File: config.mk
export PLATFORM = sky130hd
export DESIGN_NAME = key_hit_decoder
export DESIGN_NICKNAME = d
export VERILOG_FILES = /design/src/rtl/key_hit_decoder_pkg.sv /design/src/rtl/key_debounce.sv /design/src/rtl/key_hit_decoder.sv
export SDC_FILE = /design/constraint.sdc
export NUM_CORES = 1
export LEC_CHECK = 0
export CAP_MARGIN = 20
export CORE_MARGIN = 5
export CORE_UTILIZATION = 35
export DETAILED_ROUTE_END_ITERATION = 6
export GPL_TIMING_DRIVEN = 0
export RECOVER_POWER = 50
export SYNTH_ARGS = -nofsm -noshare
export SYNTH_HDL_FRONTEND = slang
export SYNTH_HIERARCHICAL = 1
export SYNTH_SLANG_ARGS = --single-unit
File: constraint.sdc
create_clock -name clk -period 3.65 [get_ports clk]
set_input_delay 0.365 -clock clk [delete_from_list [all_inputs] [get_ports clk]]
set_output_delay 0.365 -clock clk [all_outputs]
set_load 0.05 [all_outputs]
File: src/rtl/key_hit_decoder_pkg.sv
// Shared lane constants and the pending-vector priority helper for the key hit decoder.
package key_hit_decoder_pkg;

  localparam int unsigned LANES  = 4;
  localparam int unsigned LANE_W = 2;

  typedef logic [LANE_W-1:0] lane_idx_t;
  typedef logic [LANES-1:0]  lane_vec_t;

  localparam lane_idx_t LANE_0 = 2'd0;
  localparam lane_idx_t LANE_1 = 2'd1;
  localparam lane_idx_t LANE_2 = 2'd2;
  localparam lane_idx_t LANE_3 = 2'd3;

  // Lowest set index wins; returns LANE_0 for an empty vector.
  function automatic lane_idx_t lowest_lane(input lane_vec_t vec);
    lane_idx_t idx;
    idx = LANE_0;
    for (int i = int'(LANES) - 1; i >= 0; i--) begin
      if (vec[i]) begin
        idx = lane_idx_t'(i);
      end
    end
    return idx;
  endfunction

endpackage

File: src/rtl/key_debounce.sv
// One lane: two-flop synchroniser, stability counter, debounced level and press-edge pulse.
module key_debounce #(
  parameter int unsigned DebounceCycles = 500000
) (
  input  logic clk_i,
  input  logic rst_i,
  input  logic key_raw_i,
  output logic key_stable_o,
  output logic key_rise_o
);

  localparam int unsigned CntW = $clog2(DebounceCycles);
  localparam logic [CntW-1:0] CntMax = CntW'(DebounceCycles - 1);

  logic            sync1_q, sync1_d;
  logic            sync2_q, sync2_d;
  logic            stable_q, stable_d;
  logic            stable_dly_q, stable_dly_d;
  logic [CntW-1:0] cnt_q, cnt_d;

  always_comb begin
    sync1_d      = key_raw_i;
    sync2_d      = sync1_q;
    stable_dly_d = stable_q;
    stable_d     = stable_q;
    cnt_d        = cnt_q;
    if (sync2_q == stable_q) begin
      cnt_d = '0;
    end else if (cnt_q == CntMax) begin
      // Level has differed for the full window: accept it.
      stable_d = ~stable_q;
      cnt_d    = '0;
    end else begin
      cnt_d = cnt_q + CntW'(1);
    end
  end

  always_ff @(posedge clk_i) begin
    if (rst_i) begin
      sync1_q      <= 1'b0;
      sync2_q      <= 1'b0;
      stable_q     <= 1'b0;
      stable_dly_q <= 1'b0;
      cnt_q        <= '0;
    end else begin
      sync1_q      <= sync1_d;
      sync2_q      <= sync2_d;
      stable_q     <= stable_d;
      stable_dly_q <= stable_dly_d;
      cnt_q        <= cnt_d;
    end
  end

  assign key_stable_o = stable_q;
  assign key_rise_o   = stable_q & ~stable_dly_q;

endmodule

File: src/rtl/key_hit_decoder.sv
// Decodes the merged key vector into debounced, serialised per-lane hit events
// over a valid/ready handshake; lower lanes take priority.
module key_hit_decoder
  import key_hit_decoder_pkg::*;
#(
  parameter int unsigned DEBOUNCE_CYCLES = 500000
) (
  input  logic              clk,
  input  logic              rst,
  input  logic [LANES-1:0]  keys_raw,
  output logic [LANES-1:0]  keys_stable,
  output logic              hit_valid,
  output logic [LANE_W-1:0] hit_lane,
  input  logic              hit_ready,
  output logic              overflow
);

  lane_vec_t stable;
  lane_vec_t rise;

  for (genvar g = 0; g < int'(LANES); g++) begin : g_lane
    key_debounce #(
      .DebounceCycles(DEBOUNCE_CYCLES)
    ) u_key_debounce (
      .clk_i       (clk),
      .rst_i       (rst),
      .key_raw_i   (keys_raw[g]),
      .key_stable_o(stable[g]),
      .key_rise_o  (rise[g])
    );
  end

  lane_vec_t pending_q, pending_d;
  logic      hit_valid_q, hit_valid_d;
  lane_idx_t hit_lane_q, hit_lane_d;
  logic      overflow_q, overflow_d;

  logic      out_free;
  logic      load;
  lane_idx_t load_lane;
  lane_vec_t clear_mask;

  always_comb begin
    out_free   = ~hit_valid_q | hit_ready;
    load       = out_free & (|pending_q);
    load_lane  = lowest_lane(pending_q);
    clear_mask = load ? (lane_vec_t'(1) << load_lane) : '0;
    // A rise in the same edge its bit is being loaded re-arms the bit instead of overflowing.
    pending_d  = (pending_q & ~clear_mask) | rise;
    overflow_d = |(rise & pending_q & ~clear_mask);

    hit_valid_d = hit_valid_q;
    hit_lane_d  = hit_lane_q;
    if (out_free) begin
      hit_valid_d = load;
      if (load) begin
        hit_lane_d = load_lane;
      end
    end
  end

  always_ff @(posedge clk) begin
    if (rst) begin
      pending_q   <= '0;
      hit_valid_q <= 1'b0;
      hit_lane_q  <= LANE_0;
      overflow_q  <= 1'b0;
    end else begin
      pending_q   <= pending_d;
      hit_valid_q <= hit_valid_d;
      hit_lane_q  <= hit_lane_d;
      overflow_q  <= overflow_d;
    end
  end

  assign keys_stable = stable;
  assign hit_valid   = hit_valid_q;
  assign hit_lane    = hit_lane_q;
  assign overflow    = overflow_q;

endmodule

==> reports/results.ini, run 1 <==
[timing]
fmax_mhz = 361
setup_viol = 0
slew-limit-headroom_pct = 12.2
worst-slew-pin-transition_ns = 1.31
finalMaxSlewViolations = 0
rsz0062_at_grt = no
min_period_ns = 2.77
skew_ns = 0.00892
min_period_over_period_pct = 76.0
tns_ns = 0
timing.final.hold_violations = 0

[logic_synthesis]
ys_types = 39
synth_edf_count = 0
yosysMostFrequentCell = dfxtp_1
yosysTopAreaCellShare_pct = 44.8
synth_common_cells = dfxtp_1, nor2_1, xnor2_1
postSynthAreaPerCell_um2 = 9.22
synth-async-reset-ratio_pct = 0
synthFlopType = dfxtp_1
yosys_warnings = 6
yosysTopAreaCell = dfxtp_1
synth_seq_area_share_pct = 44.8
synth-seq-cells = 100
syn-num-nets = 496
synthCells = 485
syn-cell-area_um2 = 4470
ys_top_cells_by_area = dfxtp_1, xnor2_1, nor2_1

[routing]
drt_iter0_markers = 213
wl_met2_um = 3680
drc_errors = 0
dr.pass1.iters = 5
postRouteAntennaNets = 0
routed.top_layer = met4
m1WireLength_um = 3990
wl_met3_um = 244
drt-wirelength-per-cell_um = 11.7
via_count = 3326
drt_wl_total_um = 8050
viasPerCell = 4.85

[run]
maxCapViolCount = 0

[power_and_ir_drop]
p_leak_nw = 1.54
powerDensity_nw_per_um2 = 410
vdd_drop_max_uv = 232

[final_layout]
layout.nets = 521
syn2layout_area_growth_pct = 13.4
regArea_um2 = 2000
multi_input_area_um2 = 2270
fin_cells = 686
fillCellCount = 1271
drive_above_1_share_pct = 10.7
antenna-diode-count = 0

[setup_path]
cp_slowest_cell = o31ai_1
cp_data_required_time_ns = 3.87
arrival_ns = 3.00
cp-start-kind = flop
slowest_delay_ns = 1.05
path_max_fanout = 10
worst_setup_path_end_kind = flop
critical_path_class = reg2reg
worstPathCellList = ha_1 > nand3_2 > or4_1 > o31ai_1 > buf_6 > nor2_1

[hold_path]
hp-class = reg2reg

[placement]
io_buffers = 14
place.gp.congestion = 0.794
dp_hpwl_um = 5660
dp_cells = 671

[clock_network]
holdBufCountCts = 0
cts_root_buf = clkbuf_16
clockBufferDepth = 2
cts_tree = done
numCtsBuffers = 9
cts_sinks = 100
clock_latency_ns = 0.34
cts_resized = 0
htreeDepth = 3
path_clk_slew_ns = 0.07
cts_setup_buffers = 0

[die]
initial_core_util_pct = 35.6
fp.dieW_um = 123
coreArea_um2 = 12600
die_h_um = 123
rows = 41
die_area_um2 = 15100
ios = 15

[global_route]
grt.total_usage_pct = 11.5
overflow = 0
grt_pass1_vias = 3126
antenna_found_initial = 0
grt_start_max_net_pins = 22
grt_pass1_wl_um = 14100

[status]
status = complete, no violations

[final timing paths]
path	from	end	slack, ns	cells after the start
worst max-delay path	g_lane[3].u_key_debounce/cnt_q[0]$_SDFF_PP0_	g_lane[3].u_key_debounce/cnt_q[12]$_SDFF_PP0_	0.88	6
worst min-delay path	g_lane[2].u_key_debounce/sync1_q$_SDFF_PP0_	g_lane[2].u_key_debounce/sync2_q$_SDFF_PP0_	0.44	1
worst min register to register	g_lane[2].u_key_debounce/sync1_q$_SDFF_PP0_	g_lane[2].u_key_debounce/sync2_q$_SDFF_PP0_	0.44	1
worst max register to register	g_lane[3].u_key_debounce/cnt_q[0]$_SDFF_PP0_	g_lane[3].u_key_debounce/cnt_q[12]$_SDFF_PP0_	0.88	6
[worst max-delay path, delay by kind of cell (launching register included)]
kind	cells	cell delay (ns)
and+or+nand+nor	3	0.69
adders and majority gates	1	0.25
AOI/OAI and AO/OA	1	1.05
DFF	1	0.42
buffers and inverters	1	0.25
[per-layer routing]
layer,GRT usage [%],vias up
met1,14.5,1534
met2,18.7,39
li1,-,1745
met4,4.57,0
met3,2.88,8
met5,0,-
[flip-flops by register name, summed over array words and instances (netlist names)]
name,cells
g_lane.u_key_debounce/cnt_q,76
g_lane.u_key_debounce/key_stable_o,4
g_lane.u_key_debounce/stable_dly_q,4
g_lane.u_key_debounce/sync1_q,4
g_lane.u_key_debounce/sync2_q,4
hit_lane,2
hit_valid,1
overflow,1
pending_q,4
[cell type report]
class	count	share of cell area [%]
Timing Repair Buffer	14	2.76
Clock inverter	3	0.913
Buffer	7	1.16
Inverter	21	1.55
Tap cell	172	4.24
Multi-Input combinational cell	357	44.8
Clock buffer	12	5.06
Sequential cell	100	39.5
[logic make-up (layout without fill, tap and decap cells)]
family                     Yosys count  after routing  share of synthesized area [%]
and+or+nand+nor                    244            244                           31.1
DFF                                100            100                           44.8
xor gates and xnor gates            56             56                           11.0
AOI/OAI and AO/OA                   49             49                           7.95
buffers and inverters               28             57                           3.08
adders and majority gates            4              4                           1.12
muxes                                4              4                           1.01
[layout by cell type, fill, tap and decap left out, drive strengths merged, types with 12 or more instances in the layout]
cell type,Yosys,final
inv,21,21
nor4,18,18
nor2,78,78
dfxtp,100,100
xor2,12,12
xnor2,44,44
nand3,24,24
or4,12,12
a21oi,21,21
nor2b,21,21
nand4,20,20
clkbuf,0,13
nand2,28,28
nor3,20,20
o21ai,12,12
[report_power, final]
part	total [W]	internal [W]	switching, W
Sequential	0.00110	0.00110	0.00000340
Combinational	0.0000293	0.0000136	0.0000156
Clock	0.000953	0.000566	0.000387
Total	0.00208	0.00168	0.000406
[stage by stage]
step	hold slack, ns	utilization, %	total power [W]	area, um^2	setup WS, ns
after detailed placement	0.426	38.4	0.00116	4830	1.51
after global placement	0.418	38.4	0.00116	4830	1.53
after CTS	0.443	40.8	0.00212	5130	1.49
after global routing	0.462	40.4	0.00217	5070	0.678
final	0.439	40.4	0.00208	5070	0.877
after floorplan	0.414	-	0.00114	4470	1.79
(Power assumes the default switching activity.)
==> run 2: changes to the inputs <==
Clock period 3.65 ns to 2.5 ns, I/O delays scaled along.
==> run 2 against run 1 <==
Via count increased by 0.30%. Sequential share of layout area is 0.26 points lower. Maximum frequency increased by 23%. Highest routed layer unchanged. Largest power group unchanged. Combinational power is 51% higher. Die area unchanged. Setup slack lost 0.62 ns. Critical path depth is the same.
==> reports/results.ini, run 2 (synthesized netlist as in run 1, its figures left out) <==
[clock_network]
cts_root_buf = clkbuf_16
cts_tree = done
holdBufCountCts = 0  ; unchanged
cts_resized = 0  ; unchanged
numCtsBuffers = 9  ; unchanged
cts_sinks = 100  ; unchanged
htreeDepth = 3  ; unchanged
cts_setup_buffers = 0  ; unchanged
path_clk_slew_ns = 0.07  ; about the same
clockBufferDepth = 2  ; unchanged
clock_latency_ns = 0.34  ; about the same

[power_and_ir_drop]
p_leak_nw = 1.55  ; +0.55%
vdd_drop_max_uv = 338  ; +46%
powerDensity_nw_per_um2 = 596  ; +45%
finalPower_w = 0.00304  ; +46%

[final_layout]
fillCellCount = 1260  ; -0.87%
largest-register = g_lane.u_key_debounce/cnt_q
largest_reg_flops = 76  ; unchanged
layout.nets = 521  ; unchanged
multi_input_area_um2 = 2310  ; +1.5%
syn2layout_area_growth_pct = 14.2
fin_cells = 686  ; unchanged
layout_commonest_cell = dfxtp_1
regArea_um2 = 2000  ; unchanged
antenna-diode-count = 0  ; unchanged
drive_above_1_share_pct = 11.1  ; +0.39 points
final_cell_mix = dfxtp_1, nor2_1, xnor2_1

[routing]
dr.pass1.iters = 4  ; -1
drt-wirelength-per-cell_um = 11.7  ; -0.56%
drt_iter0_markers = 174  ; -18%
via_count = 3336  ; +0.30%
drt_wl_total_um = 8000  ; -0.56%
viasPerCell = 4.86  ; +0.30%
postRouteAntennaNets = 0  ; unchanged
drc_errors = 0  ; unchanged

[setup_path]
critical_path_class = reg2reg
cp-start-kind = flop
worst_setup_path_end_kind = flop
cp_data_required_time_ns = 2.72  ; -1.15 ns
arrival_ns = 2.47  ; -0.53 ns
rr_worst_depth = 6  ; unchanged
path_max_fanout = 10  ; unchanged

[die]
rows = 41  ; unchanged
die_h_um = 123  ; unchanged
die_area_um2 = 15100  ; unchanged
initial_core_util_pct = 35.6  ; unchanged
fp.dieW_um = 123  ; unchanged
coreArea_um2 = 12600  ; unchanged
ios = 15  ; unchanged

[timing]
rsz0062_at_grt = no
setup_viol = 0  ; unchanged
min_period_over_period_pct = 89.9  ; +14 points
holdWs_ns = 0.439  ; +0.0000770 ns
fin_ws_ns = 0.253  ; -0.624 ns
tns_ns = 0  ; unchanged
fmax_mhz = 445  ; +23%
worst-slew-pin-transition_ns = 0.756  ; -0.551 ns
finalMaxSlewViolations = 0  ; unchanged
slew-limit-headroom_pct = 49.5  ; +37 points
min_period_ns = 2.25  ; -0.526 ns
skew_ns = 0.00872  ; -0.000201 ns
timing.final.hold_violations = 0  ; unchanged

[hold_path]
hold-path-cell-count = 1  ; unchanged
hp-class = reg2reg

[placement]
pre_cts_slack_ns = 0.355  ; -1.15 ns
dp_hpwl_um = 5660  ; unchanged
dp_cells = 671  ; unchanged
place.gp.congestion = 0.794  ; unchanged
io_buffers = 14  ; unchanged

[global_route]
grt_pass1_wl_um = 14100  ; unchanged
grt_start_max_net_pins = 22  ; unchanged
grt_pass1_vias = 3126  ; unchanged
grt.total_usage_pct = 11.5  ; unchanged
overflow = 0  ; unchanged
antenna_found_initial = 0  ; unchanged

[status]
status = complete, no violations

[run]
maxCapViolCount = 0  ; unchanged

-- run 2: final timing paths --
kind | endpoint | start | slack (ns)
worst max-delay path | g_lane[3].u_key_debounce/cnt_q[12]$_SDFF_PP0_ | g_lane[3].u_key_debounce/cnt_q[0]$_SDFF_PP0_ | 0.25
worst max register to register | g_lane[3].u_key_debounce/cnt_q[12]$_SDFF_PP0_ | g_lane[3].u_key_debounce/cnt_q[0]$_SDFF_PP0_ | 0.25
worst min register to register | g_lane[2].u_key_debounce/sync2_q$_SDFF_PP0_ | g_lane[2].u_key_debounce/sync1_q$_SDFF_PP0_ | 0.44
worst min-delay path | g_lane[2].u_key_debounce/sync2_q$_SDFF_PP0_ | g_lane[2].u_key_debounce/sync1_q$_SDFF_PP0_ | 0.44
-- run 2: worst max-delay path, stage by stage (launching register included) --
cell and delay [ns]:
dfxtp_1 0.42, ha_1 0.24, nand3_1 0.23, or4_1 0.54, o31ai_4 0.43, buf_6 0.21, nor2_1 0.05
-- run 2: final cells by class --
| cell class | count | share of cell area (%) |
|---|---|---|
| Inverter | 21 | 1.54 |
| Clock buffer | 12 | 5.02 |
| Timing Repair Buffer | 14 | 2.74 |
| Sequential cell | 100 | 39.2 |
| Clock inverter | 3 | 0.907 |
| Tap cell | 172 | 4.21 |
| Buffer | 7 | 1.15 |
| Multi-Input combinational cell | 357 | 45.2 |
-- run 2: metrics by stage --
step	utilization, %	instance area, um^2
finish	40.6	5110
floorplan	-	4470
global route	40.6	5110
detailed placement	38.4	4830
CTS	40.8	5130
global placement	38.4	4830
-- run 2: power breakdown --
group	internal, W	switching, W	leakage, nW	total (W)
Sequential	0.00160	0.00000497	0.807	0.00161
Combinational	0.0000209	0.0000232	0.599	0.0000441
Clock	0.000827	0.000564	0.145	0.00139
-- run 2: layer usage --
layer	GRT usage, %	up-vias	wire, um
met5	0	-	0
met4	4.57	0	128
met3	2.88	8	300
met2	18.7	53	3690
met1	14.5	1530	3880
li1	-	1745	-
